$ cat config.mk
export PLATFORM = sky130hd
export DESIGN_NAME = pipe_stall_ctrl_flat
export DESIGN_NICKNAME = d
export VERILOG_FILES = /design/src/rtl/pipe_stall_ctrl_if.sv /design/src/rtl/pipe_stall_ctrl.sv /design/src/flat_wrapper.sv
export SDC_FILE = /design/constraint.sdc
export NUM_CORES = 1
export LEC_CHECK = 0
export ABC_AREA = 1
export CAP_MARGIN = 30
export CORE_MARGIN = 2
export CORE_UTILIZATION = 42
export CTS_CLUSTER_SIZE = 20
export DETAILED_ROUTE_END_ITERATION = 10
export GPL_TIMING_DRIVEN = 0
export PLACE_DENSITY = 0.93
export REMOVE_ABC_BUFFERS = 1
export SETUP_SLACK_MARGIN = 0.2
export SLEW_MARGIN = 20
export SYNTH_ARGS = -nofsm -noshare
export SYNTH_HDL_FRONTEND = slang
export SYNTH_SLANG_ARGS = --single-unit
$ cat constraint.sdc
create_clock -name clk -period 1.7 [get_ports clk]
set_input_delay 0.425 -clock clk [delete_from_list [all_inputs] [get_ports clk]]
set_output_delay 0.425 -clock clk [all_outputs]
set_load 0.02 [all_outputs]
$ cat src/rtl/pipe_stall_ctrl_if.sv
`default_nettype none
// ============================================================================
// Module  : pipe_stall_ctrl_if
// Brief   : Request/response bundle between the pipeline stages and the
//           central stall/flush controller.
// Rev     : 1.0  initial release
// ============================================================================
interface pipe_stall_ctrl_if #(
    parameter int PC_W = 32
);
    logic            stallreq_id;
    logic            stallreq_ex;
    logic            exc_req;
    logic [PC_W-1:0] exc_pc;
    logic [5:0]      stall;
    logic            flush;
    logic [PC_W-1:0] new_pc;
    logic            busy;
    logic            wdog_timeout;

    // The pipeline stages raise requests; the controller answers.
    modport master (
        output stallreq_id,
        output stallreq_ex,
        output exc_req,
        output exc_pc,
        input  stall,
        input  flush,
        input  new_pc,
        input  busy,
        input  wdog_timeout
    );

    modport slave (
        input  stallreq_id,
        input  stallreq_ex,
        input  exc_req,
        input  exc_pc,
        output stall,
        output flush,
        output new_pc,
        output busy,
        output wdog_timeout
    );
endinterface
`default_nettype wire

$ cat src/rtl/pipe_stall_ctrl.sv
`default_nettype none
// ============================================================================
// Module  : pipe_stall_ctrl
// Brief   : Central stall/flush controller for the 5-stage core. Optional
//           stall watchdog enabled by defining STALL_WDOG_EN.
// Rev     : 1.0  initial release
// ============================================================================
module pipe_stall_ctrl #(
    parameter int PC_W         = 32,
    parameter int FLUSH_CYCLES = 1,
    parameter int WDOG_MAX     = 64
) (
    input  wire               clk,
    input  wire               rst,
    pipe_stall_ctrl_if.slave  bus
);

    typedef enum logic [1:0] {
        ST_RUN   = 2'd0,
        ST_STALL = 2'd1,
        ST_FLUSH = 2'd2
    } state_t;

    localparam logic [3:0] c_FLUSH_LOAD = 4'(FLUSH_CYCLES - 1);

    if (FLUSH_CYCLES < 1 || FLUSH_CYCLES > 15) begin : g_bad_flush_cycles
        $error("pipe_stall_ctrl: FLUSH_CYCLES out of range 1..15");
    end
    if (WDOG_MAX < 2 || WDOG_MAX > 255) begin : g_bad_wdog_max
        $error("pipe_stall_ctrl: WDOG_MAX out of range 2..255");
    end

    state_t          r_state;
    logic            r_flush;
    logic [PC_W-1:0] r_new_pc;
    logic            r_busy;
    logic [3:0]      r_flush_cnt;

    logic            w_any_req;
    logic [5:0]      w_stall;

    assign w_any_req = bus.stallreq_id | bus.stallreq_ex;

    // Combinational so a request freezes its stages in the very cycle it is raised.
    always_comb begin
        w_stall = 6'b000000;
        if (!rst && r_state != ST_FLUSH) begin
            if (bus.stallreq_ex)
                w_stall = 6'b001111;
            else if (bus.stallreq_id)
                w_stall = 6'b000111;
        end
    end

    always_ff @(posedge clk) begin
        if (rst) begin
            r_state     <= ST_RUN;
            r_flush     <= 1'b0;
            r_new_pc    <= '0;
            r_busy      <= 1'b0;
            r_flush_cnt <= 4'd0;
        end else begin
            case (r_state)
                ST_RUN, ST_STALL: begin
                    if (bus.exc_req) begin
                        r_state     <= ST_FLUSH;
                        r_new_pc    <= bus.exc_pc;
                        r_flush_cnt <= c_FLUSH_LOAD;
                        r_flush     <= 1'b1;
                        r_busy      <= 1'b1;
                    end else if (w_any_req) begin
                        r_state <= ST_STALL;
                        r_busy  <= 1'b1;
                    end else begin
                        r_state <= ST_RUN;
                        r_busy  <= 1'b0;
                    end
                end
                ST_FLUSH: begin
                    // exc_req is deliberately ignored here: no restart, no new target.
                    if (r_flush_cnt != 4'd0) begin
                        r_flush_cnt <= r_flush_cnt - 4'd1;
                    end else begin
                        r_flush <= 1'b0;
                        if (w_any_req) begin
                            r_state <= ST_STALL;
                            r_busy  <= 1'b1;
                        end else begin
                            r_state <= ST_RUN;
                            r_busy  <= 1'b0;
                        end
                    end
                end
                default: begin
                    r_state <= ST_RUN;
                    r_flush <= 1'b0;
                    r_busy  <= 1'b0;
                end
            endcase
        end
    end

`ifdef STALL_WDOG_EN
    localparam logic [7:0] c_WDOG_LAST = 8'(WDOG_MAX - 1);

    logic [7:0] r_wdog_cnt;
    logic       r_wdog_to;

    always_ff @(posedge clk) begin
        if (rst) begin
            r_wdog_cnt <= 8'd0;
            r_wdog_to  <= 1'b0;
        end else begin
            r_wdog_to <= 1'b0;
            if (!w_any_req || (r_state != ST_FLUSH && bus.exc_req)) begin
                r_wdog_cnt <= 8'd0;
            end else if (r_state == ST_STALL) begin
                if (r_wdog_cnt == c_WDOG_LAST) begin
                    r_wdog_to  <= 1'b1;
                    r_wdog_cnt <= 8'd0;
                end else begin
                    r_wdog_cnt <= r_wdog_cnt + 8'd1;
                end
            end
        end
    end

    assign bus.wdog_timeout = r_wdog_to;
`else
    assign bus.wdog_timeout = 1'b0;
`endif

    assign bus.stall  = w_stall;
    assign bus.flush  = r_flush;
    assign bus.new_pc = r_new_pc;
    assign bus.busy   = r_busy;

endmodule
`default_nettype wire

$ cat src/flat_wrapper.sv
// flat-port wrapper written by rule: the top's interface ports become plain ports
module pipe_stall_ctrl_flat 
#(
    parameter int PC_W         = 32,
    parameter int FLUSH_CYCLES = 1,
    parameter int WDOG_MAX     = 64
)
  (clk, rst, bus_stallreq_id, bus_stallreq_ex, bus_exc_req, bus_exc_pc, bus_stall, bus_flush, bus_new_pc, bus_busy, bus_wdog_timeout);
  pipe_stall_ctrl_if #(.PC_W(PC_W)) bus_i ();
  input  wire clk;
  input  wire rst;
  input wire logic [$bits(bus_i.stallreq_id)-1:0] bus_stallreq_id;
  input wire logic [$bits(bus_i.stallreq_ex)-1:0] bus_stallreq_ex;
  input wire logic [$bits(bus_i.exc_req)-1:0] bus_exc_req;
  input wire logic [$bits(bus_i.exc_pc)-1:0] bus_exc_pc;
  output wire logic [$bits(bus_i.stall)-1:0] bus_stall;
  output wire logic [$bits(bus_i.flush)-1:0] bus_flush;
  output wire logic [$bits(bus_i.new_pc)-1:0] bus_new_pc;
  output wire logic [$bits(bus_i.busy)-1:0] bus_busy;
  output wire logic [$bits(bus_i.wdog_timeout)-1:0] bus_wdog_timeout;
  assign bus_i.stallreq_id = bus_stallreq_id;
  assign bus_i.stallreq_ex = bus_stallreq_ex;
  assign bus_i.exc_req = bus_exc_req;
  assign bus_i.exc_pc = bus_exc_pc;
  assign bus_stall = bus_i.stall;
  assign bus_flush = bus_i.flush;
  assign bus_new_pc = bus_i.new_pc;
  assign bus_busy = bus_i.busy;
  assign bus_wdog_timeout = bus_i.wdog_timeout;
  pipe_stall_ctrl #(.PC_W(PC_W), .FLUSH_CYCLES(FLUSH_CYCLES), .WDOG_MAX(WDOG_MAX)) u_core (.clk(clk), .rst(rst), .bus(bus_i));
endmodule
== After elaboration in Yosys (flattened, before gate mapping) ==
Cells that the tools add are included.
Word-level totals
  memory bits (writable): 0
  bits in registers: 40
  ROM bits: 0
  bits in latches: 0
  memories: 0
Operators by class
  shifts and indexed selects: 0
  $mul: 0
  div/mod/pow operators: 0
  $add $sub $neg: 1
  bitwise operators: 1
  reduce and logical (&&, ||, !) cells: 9
  equal/unequal tests: 6
  muxes and demuxes: 17
  $lt $le $gt $ge: 0
Operators with widths (number)
  $mux W6: 2
  $mux W4: 2
  $pmux W4 S2: 1
  $mux W1: 6
  $ne A2 B2 Y1 const B: 3
  $mux W2: 2
  $pmux W1 S2: 2
  $pmux W2 S2: 1
  $reduce_and A2 Y1: 2
  $reduce_bool A4 Y1: 1
  $sub A4 B1 Y4 const B: 1
  $mux W3: 1
  $reduce_and A3 Y1: 1
  $eq A2 B1 Y1 const B: 1
  $eq A2 B2 Y1 const B: 1
  $logic_not A2 Y1: 1
  $ne A2 B1 Y1 const B: 1
  $reduce_bool A2 Y1: 1
  $reduce_or A2 Y1: 1
  $logic_and A1 B1 Y1: 1
  $logic_not A1 Y1: 1
  $or A1 B1 Y1: 1

== Longest topological paths before layout ==
  depth after elaboration: 4
  gate-level depth with buffers: 8
  mapped depth without buffers: 8

== Worst setup path after synthesis ==
Ideal clock, no wire load.
  path type: input port to output port
  start point: in bus_stallreq_ex
  end point: out bus_stall[1]
  cell stages on the path: 3
  required time: 1.275 ns
  buffers on the path: 1
  data arrival time: 1.316 ns
  slack: -0.041 ns
  path through: nor2_1 > nor3_1 > buf_4
Between the ends
  cells in the longest elaborated chain, start to end: 2
Ends and longest elaborated chain
  start: declaration: RTL line flat_wrapper.sv:13  | input wire logic [$bits(bus_i.stallreq_ex)-1:0] bus_stallreq_ex;
  $mux W6: RTL line pipe_stall_ctrl.sv:48  | if (bus.stallreq_ex)
  $mux W6: RTL line pipe_stall_ctrl.sv:47  | if (!rst && r_state != ST_FLUSH) begin
  end: declaration: RTL line flat_wrapper.sv:16  | output wire logic [$bits(bus_i.stall)-1:0] bus_stall;
Every way passes these cells.

== Worst setup path in the final report ==
  start point: reg u_core.r_state[1]
  end point: out bus_stall[0]
Between the ends
  cells in the longest elaborated chain, start to end: 3
Ends and longest elaborated chain
  start: declaration: RTL line pipe_stall_ctrl.sv:33  | state_t r_state;
  start signal: assignment: RTL line pipe_stall_ctrl.sv:57  | r_state <= ST_RUN;
  start signal: assignment: RTL line pipe_stall_ctrl.sv:66  | r_state <= ST_FLUSH;
  start signal: assignment: RTL line pipe_stall_ctrl.sv:72  | r_state <= ST_STALL;
  $ne A2 B2 Y1: RTL line pipe_stall_ctrl.sv:47
  $logic_and A1 B1 Y1: RTL line pipe_stall_ctrl.sv:47
  $mux W6: RTL line pipe_stall_ctrl.sv:47
Every way passes these cells.

==> out/metrics.cfg <==
[cells_and_area]
seqCellArea_um2 = 803
design_area_um2 = 2410
antenna_cells = 0
area_delta_synth_final_pct = 57.4
layout.nets = 309
drive_above_1_share_pct = 12.9
multi_input_area_um2 = 658
num-fill-cells = 308

[setup_path]
worst_ep_arrival_time_ns = 1.17
r2r-end = u_core.r_flush_cnt[0]
crit_path_end_kind = primary output
rr_worst_depth = 7
rrSetupSlack_ns = 0.44
required_ns = 1.27
crit_path_start_kind = flip-flop
crit_fanout = 4
r2r-start = u_core.r_state[1]
critPathKind = reg -> out

[die]
core_um2 = 3420
start_util_pct = 44.8
pin_count = 78
die_height_um = 64.3
die_area_um2 = 4140
die_x_um = 64.3
rows = 21

[timing]
finalSetupTns_ns = 0
finalHoldViolCount = 0
slew_viol_final = 0
finClkSkew_ns = 0.0138
fmax_ghz = 0.627
grt_setup_unrepaired = true
layout_worst_path_cycle_share_pct = 93.8
final-setup-viol-count = 0
postLayoutSetupSlackWorst_ns = 0.106
period_needed_ns = 1.59

[yosys]
netlist_instances = 192
netlist_top_cells_area = dfxtp_1, nor2_1, o21ai_0
synth_cell_types = 22
yosys_warnings = 0
synth_top_area_share_pct = 52.4
syn_avg_cell_area_um2 = 7.96
yosysTopAreaCell = dfxtp_1
synth-seq-cells = 40
yosysSeqAreaShare_pct = 52.4
synth.cell_area_um2 = 1530

[placement]
place_congestion = 0.719
pre_cts_slack_ns = -1.04
dp_hpwl_um = 2550
port-buffer-count = 74
dpl_cell_area_um2 = 2240

[cts]
clkSinkCount = 40
path_clk_slew_ns = 0.13
cts_buffers = 5
htreeDepth = 2
cts_tree = done
cts_buffer_depth = 2
clock_latency_ns = 0.35
clockRootBuffer = clkbuf_4
cts_hold_buffers = 0

[hold_path]
min_path_cells = 2
min_from = rst
hold_end = u_core.r_state[1]
hold_class = in -> reg

[route]
first_iter_violations = 80
vias = 1520
viasPerCell = 4.79
drc = 0
wire_per_inst_um = 12.7
ant_nets = 0
first_pass_iters = 4
drt-total-wl_um = 4030

[global_routing]
grt_pass1_wl_um = 6490
grt_max_degree = 37
grt_usage_pct = 19.9
grt_pass1_vias = 1453
antenna_found_initial = 0
overflow = 0

[pwr]
p_per_area_nw_per_um2 = 951
peakVddDrop_v = 0.000662
power_w = 0.00229
p_leak_nw = 1.07

[run_status]
outcome = finished clean

[run]
maxCapViolCount = 0

-- kinds of logic (layout without fill, tap and decap cells) --
kind of cell	after synthesis	after routing	synth area share, %
buffers and inverters	19	95	7.28
other	1	3	0.245
adders and majority gates	2	2	1.64
AOI/OAI and AO/OA	40	40	13.4
DFF	40	40	52.4
and+or+nand+nor	90	91	25.0
-- sequential cells by signal, indices dropped and copies added, names as in the netlist --
| register | count |
|---|---|
| u_core.bus.new_pc | 32 |
| u_core.r_flush_cnt | 4 |
| u_core.r_state | 2 |
| u_core.bus.busy | 1 |
| u_core.bus.flush | 1 |
-- cell type report --
cell class | instances | area share, %
flip-flops and latches | 40 | 33.4
well taps | 46 | 2.39
multi-input cells | 136 | 27.3
clock buffers | 6 | 2.13
clock inverters | 2 | 1.61
repair inverters | 1 | 0.156
inverters | 5 | 1.51
repair buffers | 81 | 31.5
-- layout by cell type, fill, tap and decap left out, types with 5 or more instances in the layout --
cell             instances
dlygate4sd2_1           19
a21oi_1                  5
dfxtp_1                 38
o21ai_1                  5
nor2_1                  71
clkdlybuf4s15_1         16
clkdlybuf4s50_1         33
o21ai_0                 28
nand2_1                  6
buf_4                    7
clkbuf_4                 5
-- layer usage --
metal	vias up	share of wire (%)	track usage (%)
li1	766	-	-
met4	0	1.2	6.12
met5	-	0	0
met3	6	6.3	4.93
met2	55	50	36.5
met1	693	42	22.6
-- Yosys cell counts (all sizes together) --
master	number
o21ai	33
and3	1
a22oi	1
ha	2
a21oi	5
nand3	3
nand3b	1
conb	1
inv	5
a211oi	1
nand2	9
buf	14
nor3	2
nor2	74
dfxtp	40
-- worst max-delay path, stage by stage (launching register included) --
cell and delay [ns]:
dfxtp_2 0.35, inv_2 0.07, nor2_4 0.05, nor3_4 0.19, buf_6 0.16
-- through the flow --
stage | utilization, % | cells | hold WS (ns)
global placement | 65.7 | 300 | 0.462
detailed placement | 65.7 | 300 | 0.471
finish | 70.5 | 317 | 0.415
floorplan | - | 180 | 0.457
CTS | 68.6 | 312 | 0.494
global route | 70.5 | 317 | 0.411
-- report_power, final --
part / internal [W] / switching, W
Clock: 0.000352 / 0.000310
Sequential: 0.00102 / 0.0000426
Combinational: 0.000248 / 0.000315
Total: 0.00162 / 0.000668
-- worst max path at each step --
stage	slack, ns	endpoint	startpoint
after global placement	-1.06	bus_stall[3]	rst
after detailed placement	-1.04	bus_stall[3]	rst
after floorplan	-0.46	bus_stall[0]	bus_stallreq_ex
after CTS	0.05	bus_stall[0]	u_core.r_state[1]
final	0.11	bus_stall[0]	u_core.r_state[1]
after global routing	0.03	bus_stall[0]	u_core.r_state[1]
-- what timing repair did --
item | 4_1_cts | 5_1_grt
pin swaps | 1 | 2
gates cloned | 1 | 1
endpoints found under the setup margin | 41 | 34
setup buffers | 3 | 4
resized for setup | 74 | 21
No activity file was read; power rests on OpenSTA's default activity.
